File: config.mk
export PLATFORM = sky130hd
export DESIGN_NAME = video_fade_ctl
export DESIGN_NICKNAME = d
export VERILOG_FILES = /design/src/rtl/video_fade_ctl.sv
export SDC_FILE = /design/constraint.sdc
export NUM_CORES = 1
export LEC_CHECK = 0
export CORE_ASPECT_RATIO = 0.5
export CORE_UTILIZATION = 35
export CTS_CLUSTER_SIZE = 20
export DETAILED_ROUTE_END_ITERATION = 8
export PLACE_DENSITY_LB_ADDON = 0.15
export SYNTH_ARGS = -nofsm -noshare
export SYNTH_HDL_FRONTEND = slang
export SYNTH_SLANG_ARGS = --single-unit
File: constraint.sdc
create_clock -name clk -period 7.5 [get_ports clk]
set_input_delay 1.875 -clock clk [delete_from_list [all_inputs] [get_ports clk]]
set_output_delay 1.875 -clock clk [all_outputs]
set_load 0.02 [all_outputs]
File: src/rtl/video_fade_ctl.sv
// Frame-synchronous fade sequencer: ramps the mixer blend rate toward a
// commanded target, changing it only on frame-start ticks.
module video_fade_ctl #(
    parameter logic [7:0] RESET_RATE = 8'hff
) (
    input  logic       clk,
    input  logic       rst,
    input  logic       frame_tick,
    input  logic       cmd_valid,
    output logic       cmd_ready,
    input  logic [7:0] cmd_target,
    input  logic [7:0] cmd_step,
    input  logic [7:0] cmd_frames,
    input  logic       abort,
    output logic [7:0] rate,
    output logic       busy,
    output logic       done
);

    typedef enum logic {IDLE, RUN} state_t;

    state_t     state;
    logic [7:0] tgt, stp, frm, frame_cnt;
    logic [7:0] frames_eff;
    logic [7:0] next_rate;
    logic [8:0] up_sum, dn_lim;

    assign frames_eff = (cmd_frames == 8'd0) ? 8'd1 : cmd_frames;

    // 9-bit compares so rate+step and target+step never wrap
    always_comb begin
        up_sum    = {1'b0, rate} + {1'b0, stp};
        dn_lim    = {1'b0, tgt} + {1'b0, stp};
        next_rate = tgt;
        if (stp != 8'd0) begin
            if (rate < tgt)
                next_rate = (up_sum >= {1'b0, tgt}) ? tgt : up_sum[7:0];
            else
                next_rate = ({1'b0, rate} >= dn_lim) ? (rate - stp) : tgt;
        end
    end

    always_ff @(posedge clk) begin
        if (rst) begin
            state     <= IDLE;
            rate      <= RESET_RATE;
            busy      <= 1'b0;
            done      <= 1'b0;
            cmd_ready <= 1'b1;
            tgt       <= 8'd0;
            stp       <= 8'd0;
            frm       <= 8'd0;
            frame_cnt <= 8'd0;
        end else begin
            done <= 1'b0;
            case (state)
                IDLE: begin
                    if (cmd_valid) begin
                        tgt       <= cmd_target;
                        stp       <= cmd_step;
                        frm       <= frames_eff;
                        frame_cnt <= frames_eff;
                        if (cmd_target == rate) begin
                            done <= 1'b1;
                        end else begin
                            state     <= RUN;
                            busy      <= 1'b1;
                            cmd_ready <= 1'b0;
                        end
                    end
                end
                RUN: begin
                    if (abort) begin
                        state     <= IDLE;
                        busy      <= 1'b0;
                        cmd_ready <= 1'b1;
                    end else if (frame_tick) begin
                        if (frame_cnt > 8'd1) begin
                            frame_cnt <= frame_cnt - 8'd1;
                        end else begin
                            rate      <= next_rate;
                            frame_cnt <= frm;
                            if (next_rate == tgt) begin
                                done      <= 1'b1;
                                state     <= IDLE;
                                busy      <= 1'b0;
                                cmd_ready <= 1'b1;
                            end
                        end
                    end
                end
                default: state <= IDLE;
            endcase
        end
    end

endmodule

==> flow_summary.yaml, run 1 <==
clock_tree:
  clk_latency_ps: 290
  clkTransAtPathRegs_ps: 70
  cts_resized: 0
  cts_setup_buffers: 0
  root_buffer: "clkbuf_16"
  cts_tree: "done"
  cts_num_sinks: 44
  cts_buffers: 5
  ctsHoldBuffers: 0
  htree_levels: 2
  max-clock-path-buffers: 2
placed_design:
  dpl_worst_slack_ps: 3210
  dp.cells: 689
  dpl_cell_area_um2: 4490
  routabilityCongestion: 0.924
  port_buffers: 39
  post-dp-hpwl_um: 9240
synth:
  synth_top_area_share_pct: 22.0
  synth_top_area_cell: "dfxtp_1"
  synth_ff_type: "dfxtp_1"
  avgSynthCellArea_um2: 7.57
  netlist_area_um2: 4000
  ys_seq_elements: 44
  synth_nets: 608
  ys_seq_area_share_pct: 22.0
  synth_area_leaders: "dfxtp_1, ha_1, a21oi_1"
  async_flop_share_pct: 0
  yosysWarningCount: 0
  ys_types: 58
  synth_edf_count: 0
  netlist_instances: 528
job:
  drv_cap: 0
timing:
  totalNegativeSetupSlack_ps: 0
  final_hold_viol_count: 0
  fin_crit_sh_pct: 58.6
  setup_viol: 0
  clock.fmax_mhz: 227
  tightestPinTransition_ps: 1090
  finalCriticalPeriod_ps: 4400
  slew_headroom_pct: 27.1
  fin_ws_ps: 3100
  drv_slew: 0
  skew_ps: 6.82
  rsz0062_at_grt: "false"
route:
  wl_um: 11800
  dr_wl_met2_um: 5000
  firstDrtPassIters: 5
  wire_per_inst_um: 16.9
  drc: 0
  route.met3.wl_um: 470
  m1WireLength_um: 6160
  routed.top_layer: "met4"
  antenna_left: 0
  via_per_inst: 5.58
  vias: 3891
  drtIter0Drc: 238
final_layout:
  final_cell_area_um2: 4670
  area_delta_synth_final_pct: 16.7
  layout-drive-gt1-share_pct: 3.44
  antenna_cells: 0
  nFillCells: 1136
  finalNonFillerCells: 697
  finalNetCount: 631
floorplanning:
  die_w_um: 153
  coreArea_um2: 11000
  start_util_pct: 36.2
  floorplan.die.height_um: 77.6
  ios: 40
  rows: 27
  dieArea_um2: 11900
setup_path:
  critPathRequiredTime_ps: 7680
  cp_top_family: "compound AO/OA/AOI/OAI gates"
  path_cells: "inv_1, ha_1, inv_1, a221oi_1, and2_1, o311a_1, inv_1, ha_1, nand3_1, o221ai_1, a21oi_1, o311a_1, nand2_1, a22oi_1, o41ai_2, a221o_1"
  critPathBufInv: 3
  cp_common_cell: "inv_1"
  crit_start: "stp[4]"
  start_kind: "flop"
  endpoint_kind: "flop"
  r2r-start: "stp[4]"
  max_stage_delay_ps: 580
  critPathSlowestCell: "ha_1"
  path_max_fanout: 14
  critical_path_class: "flop to flop"
  critical_path_arrival_ps: 4580
global_route:
  grt_usage_pct: 20.8
  grt_max_degree: 47
  grt_pass1_wl_um: 19300
  antenna_found_initial: 0
  grt_pass1_vias: 3614
  grt_overflow: 0
pwr:
  pwr-share-seq_pct: 32.6
  switching_share_pct: 35.5
  p_clk_share_pct: 31.7
  powerDensity_nw_per_um2: 179
  power.total_mw: 0.835
  p_switching_mw: 0.296
  ir_drop_uv: 136
  combPwrFrac_pct: 35.7
  power.internal_mw: 0.539
  p_leak_nw: 1.74
status:
  status: "completed"
hold_path:
  worstHoldStart: "frm[1]"
  hold_path.class: "flop to flop"
==> worst reg2reg max path: stages, from the launching register on <==
cell,delay [ps]
dfxtp_1,430
inv_1,70
ha_1,580
inv_1,120
a221oi_1,350
and2_1,280
o311a_1,230
inv_1,90
ha_1,300
nand3_1,100
o221ai_1,110
a21oi_1,260
o311a_1,290
nand2_1,140
a22oi_1,410
o41ai_2,160
a221o_1,360
==> area by class of cell <==
type                            count  area (um^2)  share of cell area, %
Clock buffer                        6          139                   2.98
Tap cell                          145          181                   3.89
Clock inverter                      2         38.8                  0.831
Multi-Input combinational cell    425         2900                   62.1
Timing Repair Buffer               41          400                   8.58
Inverter                           34          128                   2.74
Sequential cell                    44          881                   18.9
==> synthesized netlist by cell type (all sizes together), types with 2 or more instances <==
cell / number
a21o: 5
a2111oi: 2
xnor2: 25
clkbuf: 20
xor2: 16
nor2: 44
o211ai: 4
fa: 3
nand3: 7
o311ai: 2
a41oi: 2
or3: 3
o21bai: 2
mux2i: 8
o21ai: 20
nor4: 13
inv: 33
o31ai: 7
a221oi: 3
nand2b: 6
o31a: 3
a211oi: 14
nand2: 74
ha: 48
dfxtp: 44
a31oi: 2
nor2b: 9
nand4: 6
and2: 4
o22ai: 4
o311a: 2
a22oi: 2
a21oi: 56
or4: 2
o21a: 3
o41ai: 3
buf: 5
nor3: 6
o221ai: 3
o2111ai: 2
==> final timing paths <==
check / to / slack, ps / depth (start not counted)
worst max-delay path: cmd_ready / 3100 / 16
worst min-delay path: frm[1] / 450 / 2
worst max register to register: cmd_ready / 3100 / 16
worst min register to register: frm[1] / 450 / 2
==> layout by cell type, fill, tap and decap left out, types with 7 or more instances in the layout <==
cell and count:
nand2_1 74, a21oi_1 56, ha_1 48, nor2_1 44, dfxtp_1 44, clkdlybuf4s50_1 38, inv_1 32, xnor2_1 25
o21ai_0 20, xor2_1 16, a211oi_1 14, nor4_1 12, nor2b_1 8, mux2i_1 8, nand3_1 7
==> metal layers <==
| metal | GRT usage [%] | up-vias |
|---|---|---|
| li1 | - | 1923 |
| met2 | 33.1 | 104 |
| met1 | 29.7 | 1854 |
| met4 | 4.04 | 0 |
| met3 | 2.85 | 10 |
| met5 | 0 | - |
==> power groups by stage <==
| stage | sequential, mW | clock (mW) | combinational, mW |
|---|---|---|---|
| global placement | 0.277 | 0 | 0.296 |
| finish | 0.272 | 0.264 | 0.298 |
| floorplan | 0.269 | 0 | 0.215 |
| detailed placement | 0.277 | 0 | 0.295 |
| global route | 0.275 | 0.282 | 0.336 |
| CTS | 0.272 | 0.270 | 0.297 |
==> metrics by stage <==
step                      hold slack [ps]  util, %
after global placement                447     40.6
final                                 454     42.2
after floorplan                       437        -
after detailed placement              450     40.6
after global routing                  478     42.2
after CTS                             459     42.2
==> kinds of logic (layout without fill, tap and decap cells) <==
family / Yosys count / after routing / share of synthesized area (%)
multiplexers: 8 / 8 / 2.00
buffers and inverters: 59 / 83 / 5.57
XOR/XNOR: 41 / 41 / 8.98
AND/OR/NAND/NOR: 176 / 176 / 20.3
AO/OA/AOI/OAI: 149 / 149 / 24.6
flip-flops: 44 / 44 / 22.0
adder cells (fa/ha/maj): 51 / 51 / 16.5
==> flip-flops by register name (all words and copies together) (netlist names) <==
| register | cells |
|---|---|
| rate | 8 |
| tgt | 8 |
| done | 1 |
| busy | 1 |
| cmd_ready | 1 |
| frame_cnt | 8 |
| state | 1 |
| stp | 8 |
| frm | 8 |
Note: power is estimated with default switching activity, not from simulation.
==> inputs of run 2 (changes only) <==
==> constraint.sdc (replaced) <==
create_clock -name clk -period 4.6 [get_ports clk]
set_input_delay 1.15 -clock clk [delete_from_list [all_inputs] [get_ports clk]]
set_output_delay 1.15 -clock clk [all_outputs]
set_load 0.02 [all_outputs]
==> flow_summary.yaml, run 2 (synthesis results as in run 1) <==
setup_path:
  r2r-start: "stp[4]"
  r2r_setup_slack_ps: 480
  rr_endpoint: "cmd_ready"
  endpoint_kind: "flop"
  path_max_fanout: 7
  r2r_cells: 16
  critical_path_arrival_ps: 4290
  start_kind: "flop"
  critical_path_class: "flop to flop"
  critPathRequiredTime_ps: 4770
global_route:
  grt_overflow: 0
  grt_pass1_vias: 3705
  grt_pass1_wl_um: 19700
  grt_max_degree: 47
  grt_usage_pct: 21.3
  antenna_found_initial: 0
timing:
  slew_headroom_pct: 39.6
  totalNegativeSetupSlack_ps: 0
  whs_ps: 458
  finalCriticalPeriod_ps: 4120
  drv_slew: 0
  fin_crit_sh_pct: 89.5
  setup_viol: 0
  rsz0062_at_grt: "false"
  skew_ps: 8.26
  clock.fmax_mhz: 243
  tightestPinTransition_ps: 906
  final_hold_viol_count: 0
route:
  wl_um: 12200
  wire_per_inst_um: 17.1
  vias: 3855
  drc: 0
  via_per_inst: 5.43
  antenna_left: 0
  firstDrtPassIters: 4
  drtIter0Drc: 222
clock_tree:
  cts_buffers: 5
  max-clock-path-buffers: 2
  clk_latency_ps: 290
  htree_levels: 2
  root_buffer: "clkbuf_16"
  cts_tree: "done"
  clkTransAtPathRegs_ps: 70
  cts_num_sinks: 44
floorplanning:
  ios: 40
  die_w_um: 153
  start_util_pct: 36.2
  coreArea_um2: 11000
  rows: 27
  floorplan.die.height_um: 77.6
  dieArea_um2: 11900
final_layout:
  antenna_cells: 0
  finalNonFillerCells: 710
  layout-drive-gt1-share_pct: 6.02
  final-seq-area_um2: 881
  area_delta_synth_final_pct: 19.4
  nFillCells: 1166
  final_cell_mix: "nand2_1, a21oi_1, ha_1"
  finalNetCount: 644
  multi_input_area_um2: 2910
  final_common_cell: "nand2_1"
  final_cell_area_um2: 4770
pwr:
  combPwrFrac_pct: 36.8
  power.total_mw: 1.38
  p_clk_share_pct: 31.2
  pwr-share-seq_pct: 32.0
  p_switching_mw: 0.488
  power.internal_mw: 0.890
  switching_share_pct: 35.4
  powerDensity_nw_per_um2: 289
  p_leak_nw: 1.81
  ir_drop_uv: 142
placed_design:
  dpl_cell_area_um2: 4590
  routabilityCongestion: 0.891
  dp.cells: 702
  post-dp-hpwl_um: 9640
  port_buffers: 39
hold_path:
  min_to: "frm[1]"
  worstHoldStart: "frm[1]"
  min_path_cells: 2
  hold_path.class: "flop to flop"
job:
  drv_cap: 0
status:
  status: "completed"
[run 2: critical path: stages, from the launching register on]
cell and delay, ps:
dfxtp_1 430, inv_1 70, ha_1 450, nor2_1 120, a221oi_1 320, and2_1 280, o311a_1 210, inv_1 90
ha_1 190, a211oi_1 180, o221ai_1 150, a21oi_1 270, o311a_1 280, nand2_1 150, a22oi_2 330, o41ai_2 140
a221o_1 350
[run 2: final cells by class]
type / instances / share of cell area, %
multi-input combinational: 425 / 60.9
sequential: 44 / 18.5
timing repair buffer: 54 / 10.4
tap: 145 / 3.80
clock buffer: 6 / 2.91
inverter: 34 / 2.67
clock inverter: 2 / 0.813
[run 2: how the worst max path moves through the flow]
stage,end,slack [ps],start
global route,cmd_ready,120,stp[4]
floorplan,cmd_ready,770,rate[3]
global placement,cmd_ready,480,stp[2]
CTS,cmd_ready,360,stp[2]
finish,cmd_ready,480,stp[4]
detailed placement,cmd_ready,360,stp[2]
[run 2: through the flow]
step | util, % | worst slack [ps]
final | 43.2 | 481
after global placement | 41.5 | 476
after floorplan | - | 767
after detailed placement | 41.5 | 358
after CTS | 43.1 | 362
after global routing | 43.2 | 124
[run 2: layer usage]
| metal | global-route usage (%) | wire length (um) |
|---|---|---|
| met5 | 0 | 0 |
| met4 | 4.24 | 126 |
| met3 | 3.13 | 580 |
| met2 | 33.0 | 5030 |
| met1 | 31.0 | 6440 |
[run 2: repair_timing]
item / in CTS / in global routing
endpoints found under the setup margin: 0 / 1
buffers inserted: 0 / 0
resized for setup: 0 / 2
hold buffers: 0 / 0
[run 2: power by group through the flow]
stage                     clock network (mW)  logic, mW  registers [mW]
after floorplan                            0      0.351           0.438
after global placement                     0      0.501           0.449
after detailed placement                   0      0.499           0.449
after CTS                              0.441      0.502           0.441
after global routing                   0.460      0.570           0.445
final                                  0.431      0.507           0.441
==> inputs of run 3 (changes only) <==
--- a/config.mk
+++ b/config.mk
@@ -13,3 +13,4 @@
 export SYNTH_ARGS = -nofsm -noshare
 export SYNTH_HDL_FRONTEND = slang
 export SYNTH_SLANG_ARGS = --single-unit
+export TNS_END_PERCENT = 5
==> results of run 3 <==
No change in the layout: final DEF, timing and power equal those of run 2.
